**config.mk**
```make
export PLATFORM = sky130hd
export DESIGN_NAME = rr_arbiter8
export DESIGN_NICKNAME = d
export VERILOG_FILES = /design/src/rtl/rr_arbiter8_pkg.sv /design/src/rtl/rr_arbiter8_decoder3x8.sv /design/src/rtl/rr_arbiter8.sv
export SDC_FILE = /design/constraint.sdc
export NUM_CORES = 1
export LEC_CHECK = 0
export ABC_AREA = 1
export CORE_ASPECT_RATIO = 2
export CORE_UTILIZATION = 45
export DETAILED_ROUTE_END_ITERATION = 8
export HOLD_SLACK_MARGIN = 0.02
export PLACE_DENSITY = 0.71
export SLEW_MARGIN = 20
export SYNTH_ARGS = -nofsm -noshare
export SYNTH_HDL_FRONTEND = slang
export SYNTH_SLANG_ARGS = --single-unit
```
**constraint.sdc**
```tcl
create_clock -name clk_in -period 2.7 [get_ports clk_in]
set_input_delay 0.27 -clock clk_in [delete_from_list [all_inputs] [get_ports clk_in]]
set_output_delay 0.27 -clock clk_in [all_outputs]
set_load 0.02 [all_outputs]
```
**src/rtl/rr_arbiter8_pkg.sv**
```systemverilog
// rr_arbiter8 shared types: sizes, FSM state enum and the
// round-robin pick helper used by the top.
package rr_arbiter8_pkg;

  localparam int NUM_REQ = 8;
  localparam int IDX_W   = 3;

  typedef enum logic {
    IDLE,
    GRANT
  } state_t;

  // First set request at or above ptr, wrapping 7 -> 0.
  function automatic logic [IDX_W-1:0] rr_pick(
    input logic [NUM_REQ-1:0] req,
    input logic [IDX_W-1:0]   ptr
  );
    logic [IDX_W-1:0] cand;
    logic             hit;
    rr_pick = ptr;
    hit     = 1'b0;
    for (int i = 0; i < NUM_REQ; i++) begin
      cand = ptr + IDX_W'(i);
      if (!hit && req[cand]) begin
        rr_pick = cand;
        hit     = 1'b1;
      end
    end
  endfunction

endpackage

```
**src/rtl/rr_arbiter8_decoder3x8.sv**
```systemverilog
// 3-to-8 one-hot decoder with enable; i1_in is the index MSB,
// o1_out is the decode of index 0.
module decoder3x8
  import rr_arbiter8_pkg::*;
(
  input  logic i1_in,
  input  logic i2_in,
  input  logic i3_in,
  input  logic en_in,
  output logic o1_out,
  output logic o2_out,
  output logic o3_out,
  output logic o4_out,
  output logic o5_out,
  output logic o6_out,
  output logic o7_out,
  output logic o8_out
);

  logic [IDX_W-1:0]   sel;
  logic [NUM_REQ-1:0] dec;

  assign sel = {i1_in, i2_in, i3_in};

  // One-hot decode of sel, gated by the enable.
  always_comb begin
    dec      = '0;
    dec[sel] = en_in;
  end

  assign o1_out = dec[0];
  assign o2_out = dec[1];
  assign o3_out = dec[2];
  assign o4_out = dec[3];
  assign o5_out = dec[4];
  assign o6_out = dec[5];
  assign o7_out = dec[6];
  assign o8_out = dec[7];

endmodule

```
**src/rtl/rr_arbiter8.sv**
```systemverilog
// 8-way round-robin arbiter, two-state FSM, registered outputs.
// Define RR_ARBITER8_HOLD_TIMEOUT_EN to enable the HOLD_MAX grant limit.
module rr_arbiter8
  import rr_arbiter8_pkg::*;
#(
  parameter int HOLD_MAX = 4
) (
  input  logic                clk_in,
  input  logic                rst_in,
  input  logic [NUM_REQ-1:0]  req_in,
  input  logic                done_in,
  output logic [NUM_REQ-1:0]  gnt_out,
  output logic [IDX_W-1:0]    gnt_idx_out,
  output logic                gnt_valid_out,
  output logic                timeout_out
);

  if (HOLD_MAX < 1 || HOLD_MAX > 255) begin : g_hold_range
    $error("rr_arbiter8: HOLD_MAX must be 1..255");
  end

  state_t             state_q, state_d;
  logic [IDX_W-1:0]   ptr_q, ptr_d;
  logic [IDX_W-1:0]   idx_q, idx_d;
  logic [NUM_REQ-1:0] gnt_q, dec;
  logic               valid_q, grant_d;
  logic               rel;

`ifdef RR_ARBITER8_HOLD_TIMEOUT_EN
  logic [7:0] hold_q, hold_d;
  logic       tmo_q, tmo_d;
  logic       hold_hit;

  assign hold_hit = (hold_q == 8'(HOLD_MAX - 1));
`endif

  // Next-state, pointer, grantee index and hold-limit logic.
  always_comb begin
    state_d = state_q;
    ptr_d   = ptr_q;
    idx_d   = idx_q;
    rel     = 1'b0;
`ifdef RR_ARBITER8_HOLD_TIMEOUT_EN
    hold_d  = hold_q;
    tmo_d   = 1'b0;
`endif
    unique case (state_q)
      IDLE: begin
        if (|req_in) begin
          state_d = GRANT;
          idx_d   = rr_pick(req_in, ptr_q);
`ifdef RR_ARBITER8_HOLD_TIMEOUT_EN
          hold_d  = '0;
`endif
        end
      end
      GRANT: begin
        rel = done_in || !req_in[idx_q];
`ifdef RR_ARBITER8_HOLD_TIMEOUT_EN
        // A normal release in the same cycle wins over the timeout.
        tmo_d  = hold_hit && !rel;
        rel    = rel || hold_hit;
        hold_d = hold_q + 8'd1;
`endif
        if (rel) begin
          state_d = IDLE;
          ptr_d   = idx_q + 3'd1;
        end
      end
      default: state_d = IDLE;
    endcase
    grant_d = (state_d == GRANT);
  end

  decoder3x8 u_dec (
    .i1_in  (idx_d[2]),
    .i2_in  (idx_d[1]),
    .i3_in  (idx_d[0]),
    .en_in  (grant_d),
    .o1_out (dec[0]),
    .o2_out (dec[1]),
    .o3_out (dec[2]),
    .o4_out (dec[3]),
    .o5_out (dec[4]),
    .o6_out (dec[5]),
    .o7_out (dec[6]),
    .o8_out (dec[7])
  );

  // State and output registers; reset wins over everything.
  always_ff @(posedge clk_in) begin
    if (rst_in) begin
      state_q <= IDLE;
      ptr_q   <= '0;
      idx_q   <= '0;
      gnt_q   <= '0;
      valid_q <= 1'b0;
`ifdef RR_ARBITER8_HOLD_TIMEOUT_EN
      hold_q  <= '0;
      tmo_q   <= 1'b0;
`endif
    end else begin
      state_q <= state_d;
      ptr_q   <= ptr_d;
      idx_q   <= idx_d;
      gnt_q   <= dec;
      valid_q <= grant_d;
`ifdef RR_ARBITER8_HOLD_TIMEOUT_EN
      hold_q  <= hold_d;
      tmo_q   <= tmo_d;
`endif
    end
  end

  assign gnt_out       = gnt_q;
  assign gnt_idx_out   = idx_q;
  assign gnt_valid_out = valid_q;
`ifdef RR_ARBITER8_HOLD_TIMEOUT_EN
  assign timeout_out   = tmo_q;
`else
  assign timeout_out   = 1'b0;
`endif

endmodule

```
* Word-level counts from Yosys, hierarchy flattened
Cells that the tools add are included.
** Operators by class
- Add/sub/neg operators :: 8
- $mul :: 0
- Divide/modulo/power cells :: 0
- Order comparisons :: 11
- Equal/unequal tests :: 0
- Shift operators :: 0
- Mux-type cells :: 53
- Bitwise logic cells :: 2
- Reductions and logical operators :: 19
** Operators with widths (count)
- $lt 3x4->1 const B :: 10
- $mux 1 :: 33
- $bmux 1 s3 :: 9
- $mux 3 :: 9
- $add 3x3->3 const B :: 4
- $and 8x8->8 :: 1
- $logic_and 1x1->1 :: 8
- $logic_not 1->1 :: 8
- $reduce_or 8->1 :: 1
- $add 3x1->3 const B :: 2
- $add 3x2->3 const B :: 2
- $demux 1 s3 :: 1
- $ge 3x1->1 const B :: 1
- $pmux 1 s2 :: 1
- $reduce_and 2->1 :: 1
- $logic_or 1x1->1 :: 1
- $not 1->1 :: 1
** Storage, ports and cells
- Register bits after elaboration :: 15
- Bits in latches :: 0
- Bits in writable memories :: 0
- Bits in read-only memories :: 0
- Bits of input ports :: 11
- Output and inout port bits :: 13
- Logic and storage cells :: 97
- Memories kept :: 0

* Longest topological paths before layout
- Depth in word-level cells :: 45
- Mapped depth :: 22
- Gate-level depth less buffers :: 20

* By module
Synthesis repeated with hierarchy kept, for this count alone.
** Second synthesis, totals
- Cell total of the unflattened synthesis :: 225
- Area, all modules :: 1417.6 um^2
** Modules (own cells, without submodules)
- rr_arbiter8 :: times used 1, cells each 208, area an instance 1353.8 um^2, sequential area each 300.3 um^2
- decoder3x8 :: times used 1, cells each 17, area an instance 63.8 um^2, sequential area each 0.0 um^2

* Worst setup path after synthesis
No wires, ideal clock.
- Path type :: register -> register
- Start point :: reg ptr_q[0]
- End point :: reg gnt_q[5] (netlist: gnt_out[5])
- Setup time :: 0.117 ns
- Arrival :: 2.329 ns
- Required time :: 2.583 ns
- Slack :: 0.254 ns
- Cell stages (with the launch flop) :: 21
- Buffers on the path :: 2
- Period minus slack after synthesis :: 2.446 ns
- Cell sequence :: dfxtp_1 -> buf_6 -> inv_2 -> buf_6 -> ha_1 -> inv_1 -> nand3_1 -> nand2_1 -> nor2_1 -> a31oi_2 -> inv_2 -> nor2_4 -> nand3_2 -> nand2_1 -> inv_1 -> nand2_1 -> nand2_1 -> nand2_2 -> inv_2 -> nand2_1 -> nor2_1
** Between the ends
- Longest elaborated chain between the ends :: 45
- Elaborated cells between the ends (all ways) :: 73
- Classes of those cells :: add/sub: 7; order compare: 2; mux: 48; bitwise: 1; reduce/logical: 15
** RTL lines
- from (decl) :: line rr_arbiter8.sv:23 : logic [IDX_W-1:0] ptr_q, ptr_d;
- from (signal assigned) :: line rr_arbiter8.sv:104 : ptr_q <= ptr_d;
- $bmux 1 s3 :: line rr_arbiter8_pkg.sv:24 : if (!hit && req[cand]) begin
- $mux 1 (implied by the code) :: line rr_arbiter8_pkg.sv:24
- $mux 1 :: line rr_arbiter8_pkg.sv:24
- $mux 1 :: line rr_arbiter8.sv:49 : if (|req_in) begin
- $mux 1 :: line rr_arbiter8.sv:47 : unique case (state_q)
- $logic_not 1->1 :: line rr_arbiter8_pkg.sv:24
- $logic_and 1x1->1 :: line rr_arbiter8_pkg.sv:24
- $mux 1 :: line rr_arbiter8_pkg.sv:24
- [29 not listed]
- $mux 3 (*) :: line rr_arbiter8_pkg.sv:24
- $mux 3 (*) :: line rr_arbiter8.sv:49
- $mux 3 (*) :: line rr_arbiter8.sv:47
- $lt 3x4->1 (implied by the code) / $ge 3x1->1 (equally long branches) :: line rr_arbiter8_decoder3x8.sv:28 : dec[sel] = en_in;
- $logic_and 1x1->1 (implied by the code) :: line rr_arbiter8_decoder3x8.sv:28
- $mux 1 (implied by the code) :: line rr_arbiter8_decoder3x8.sv:28
- $demux 1 s3 (*)
- $and 8x8->8 (no source line) (*)
- to (signal assigned) :: line rr_arbiter8.sv:96 : gnt_q <= '0;
- to (signal assigned) :: line rr_arbiter8.sv:106 : gnt_q <= dec;
- to (decl) :: line rr_arbiter8.sv:25 : logic [NUM_REQ-1:0] gnt_q, dec;
Mark *: on every way between the ends. The rest lies on a longest branch, timed or not. The select of a mux whose other input is x is not followed.
A chain may end at the register's enable or synchronous reset.

* Worst setup path after layout
- Start point :: reg ptr_q[0]
- End point :: reg gnt_q[3] (netlist: gnt_out[3])
The elaborated chain is that of the path after synthesis.

==> flow_summary.ini <==
[routing]
drtAntennaViolNets = 0
route.final.wire_length_um = 4006
vias = 1538
remaining_drc_errors = 0
drtPass1Iterations = 4
avgViaCountPerCell = 5.454
detailedRoute.firstIterationViolations = 45
drt-wirelength-per-cell_um = 14.21

[critical_path]
crit_fanout = 5
setup.worst_path.start_class = flop
critPathBufInv = 2
critical_path.top_delay_family = simple AND/OR/NAND/NOR gates
cp.required_ns = 2.89
timing.critical_path.from = ptr_q[0]
worstPathCellList = inv_2 -> ha_2 -> buf_4 -> nand3_2 -> nand3_2 -> nand2_4 -> nor2_4 -> nand2_1 -> nor2_1 -> nand3_1 -> nand3_1 -> nand3_1 -> nand2_1 -> nand2_1 -> nand2_2 -> nand3_1 -> nor2_1
crit-reg2reg-launch = ptr_q[0]
worst_r2r_path_depth = 17
crit_slowest_cell = ha_2
worst-endpoint-arrival_ns = 2.65
cpMostUsedCell = nand3_1
end_kind = flop
criticalPathCategory = reg2reg
worstSetupPathDepth = 17
cpPeakStageDelay_ns = 0.38

[timing]
worst_hold_slack_ns = 0.5804
timing.fmax_ghz = 0.4058
clock_skew_ns = 0.004723
timing.final.crit_share = 0.9127
final.setup.tns_ns = 0
final_period_minus_worst_setup_slack_ns = 2.464
report.final.slew_viol_count = 0
final-setup-viol-count = 0
timing_hold_violations_final = 0
rsz0062_at_grt = false

[synthesis]
synth_fp_nets = 236
synth_cells = 222
synthFlopType = dfxtp_1
synth_async_sr_flop_share = 0
synth_seq_area_share = 0.2170
post_synth.cell_area_avg_sq_um = 6.233
synthDistinctLibCells = 30
synth.yosys.warnings = 0
syn-cell-area_sq_um = 1384
synth_enable_flop_cells = 0
synth_seq_cells = 15

[clock_network]
tritoncts_buffers = 3
postCtsSetupBuffers = 0
hold_buffers = 0
cts_tree = built
cts_root_buffer = clkbuf_8
htree_levels = 1
ctsResizeCount = 0
clock_latency_ns = 0.25
clkTransAtPathRegs_ns = 0.06
tritoncts_num_sinks = 15
max-clock-path-buffers = 2

[global_route]
gr-max-usage-layer = met2
grt_pass1_wl_um = 6948
antenna_found_initial = 0
use_met2 = 0.5438
grt_use_met3 = 0.05801
sum_of_overflow_across_all_layers_after_global_routing = 0
vias_in_the_first_global_route = 1549
grt_max_degree = 11
use_met1 = 0.2766
grtUsageTotal = 0.3024

[layout]
n_antenna_cell = 0
layout.filler_cells = 310
fraction_of_layout_cells_with_a_size_suffix_above_1 = 0.1944
post_layout_nonfiller_instances = 282
mostFrequentLayoutCell = nand2_1
layout.cells.most_common_list = nand2_1, nand3_1, nor2_1, clkdlybuf4s50_1
post-route-util = 0.5940
areaGrowthSynthToFinish_pct = 26.31
final_cell_area_sq_um = 1748
fin_nets = 267

[die]
top_level_pins = 24
chipHeight_um = 80.43
fp-row-count = 28
floorplan.die.width_um = 41.21
design.die.area_sq_um = 3314
floorplan.initialDensity = 0.4702
placeableCoreArea_sq_um = 2943

[placement]
finalWeightedCongestion = 0.8743
dp_hpwl_um = 3312
numPortBuffers = 22
dp_cells = 278
placement.cell_area_sq_um = 1667

[power_and_ir_drop]
max-vdd-ir-drop_mv = 0.7189
power_leakage_nw = 0.8083
power-per-cell-area_nw_per_um2 = 1182

[min_path]
worst_hold_startpoint = gnt_valid_out
hold_path_depth = 1
hp-class = reg2reg

[flow_run]
drv_cap = 0

[run_status]
outcome = complete, no violations
-- per-layer routing --
layer | share of wire | up-vias | routed length (um)
met5 | 0 | - | 0
li1 | - | 784 | -
met4 | 0.058 | 0 | 231
met2 | 0.57 | 38 | 2301
met3 | 0.021 | 19 | 85
met1 | 0.35 | 697 | 1387
-- layout make-up --
class | count | area [sq um] | share of cell area
clock buffers | 3 | 41.29 | 0.02362
repair buffers | 31 | 287.8 | 0.1646
multi-input cells | 180 | 993.5 | 0.5684
well taps | 30 | 37.54 | 0.02147
clock inverters | 1 | 5.005 | 0.002863
inverters | 22 | 82.58 | 0.04724
flip-flops and latches | 15 | 300.3 | 0.1718
-- through the flow --
step | setup WS (ns) | total power, W
after CTS | 0.1397 | 0.002011
after global placement | 0.1829 | 0.001819
after global routing | 0.007040 | 0.002272
after detailed placement | 0.1641 | 0.001824
final | 0.2358 | 0.002066
after floorplan | 0.2538 | 0.001397
-- where the power goes --
group,leakage [nW],internal [W],switching [W]
clock,0.0255,0.000102,0.0000771
sequential,0.123,0.000278,0.0000492
combinational,0.660,0.000536,0.00102
total,0.808,0.000916,0.00115
-- flip-flops by register name, indices dropped and copies added, names as in the netlist --
signal         cells
gnt_out            8
gnt_idx_out        3
ptr_q              3
gnt_valid_out      1
-- path summary, 6_finish.rpt --
check,slack [ns],endpoint
max,0.24,gnt_out[3]
min,0.58,gnt_valid_out
max reg2reg,0.24,gnt_out[3]
min reg2reg,0.58,gnt_valid_out
-- synthesized netlist by cell type (2+ instances only) --
master | count | share of area
nor2_4 | 2 | 0.016
buf_4 | 2 | 0.011
nand3_2 | 9 | 0.065
buf_6 | 2 | 0.016
ha_1 | 3 | 0.027
nand2_4 | 3 | 0.024
inv_2 | 6 | 0.016
nor2_1 | 25 | 0.068
nand2_1 | 66 | 0.18
o21ai_0 | 9 | 0.033
xor2_2 | 2 | 0.024
inv_1 | 16 | 0.043
dfxtp_1 | 15 | 0.22
nand2_2 | 7 | 0.032
nand3_1 | 35 | 0.13
a21oi_1 | 6 | 0.022
-- logic make-up after synthesis --
| kind of cell | after synthesis | synth area share |
|---|---|---|
| xor+xnor | 4 | 0.03617 |
| fa+ha+maj | 3 | 0.02713 |
| simple gates | 151 | 0.5389 |
| other cells | 1 | 0.002710 |
| compound gates | 21 | 0.08771 |
| buf+inv | 27 | 0.09041 |
| flops | 15 | 0.2170 |
Note: power is estimated with default switching activity, not from simulation.
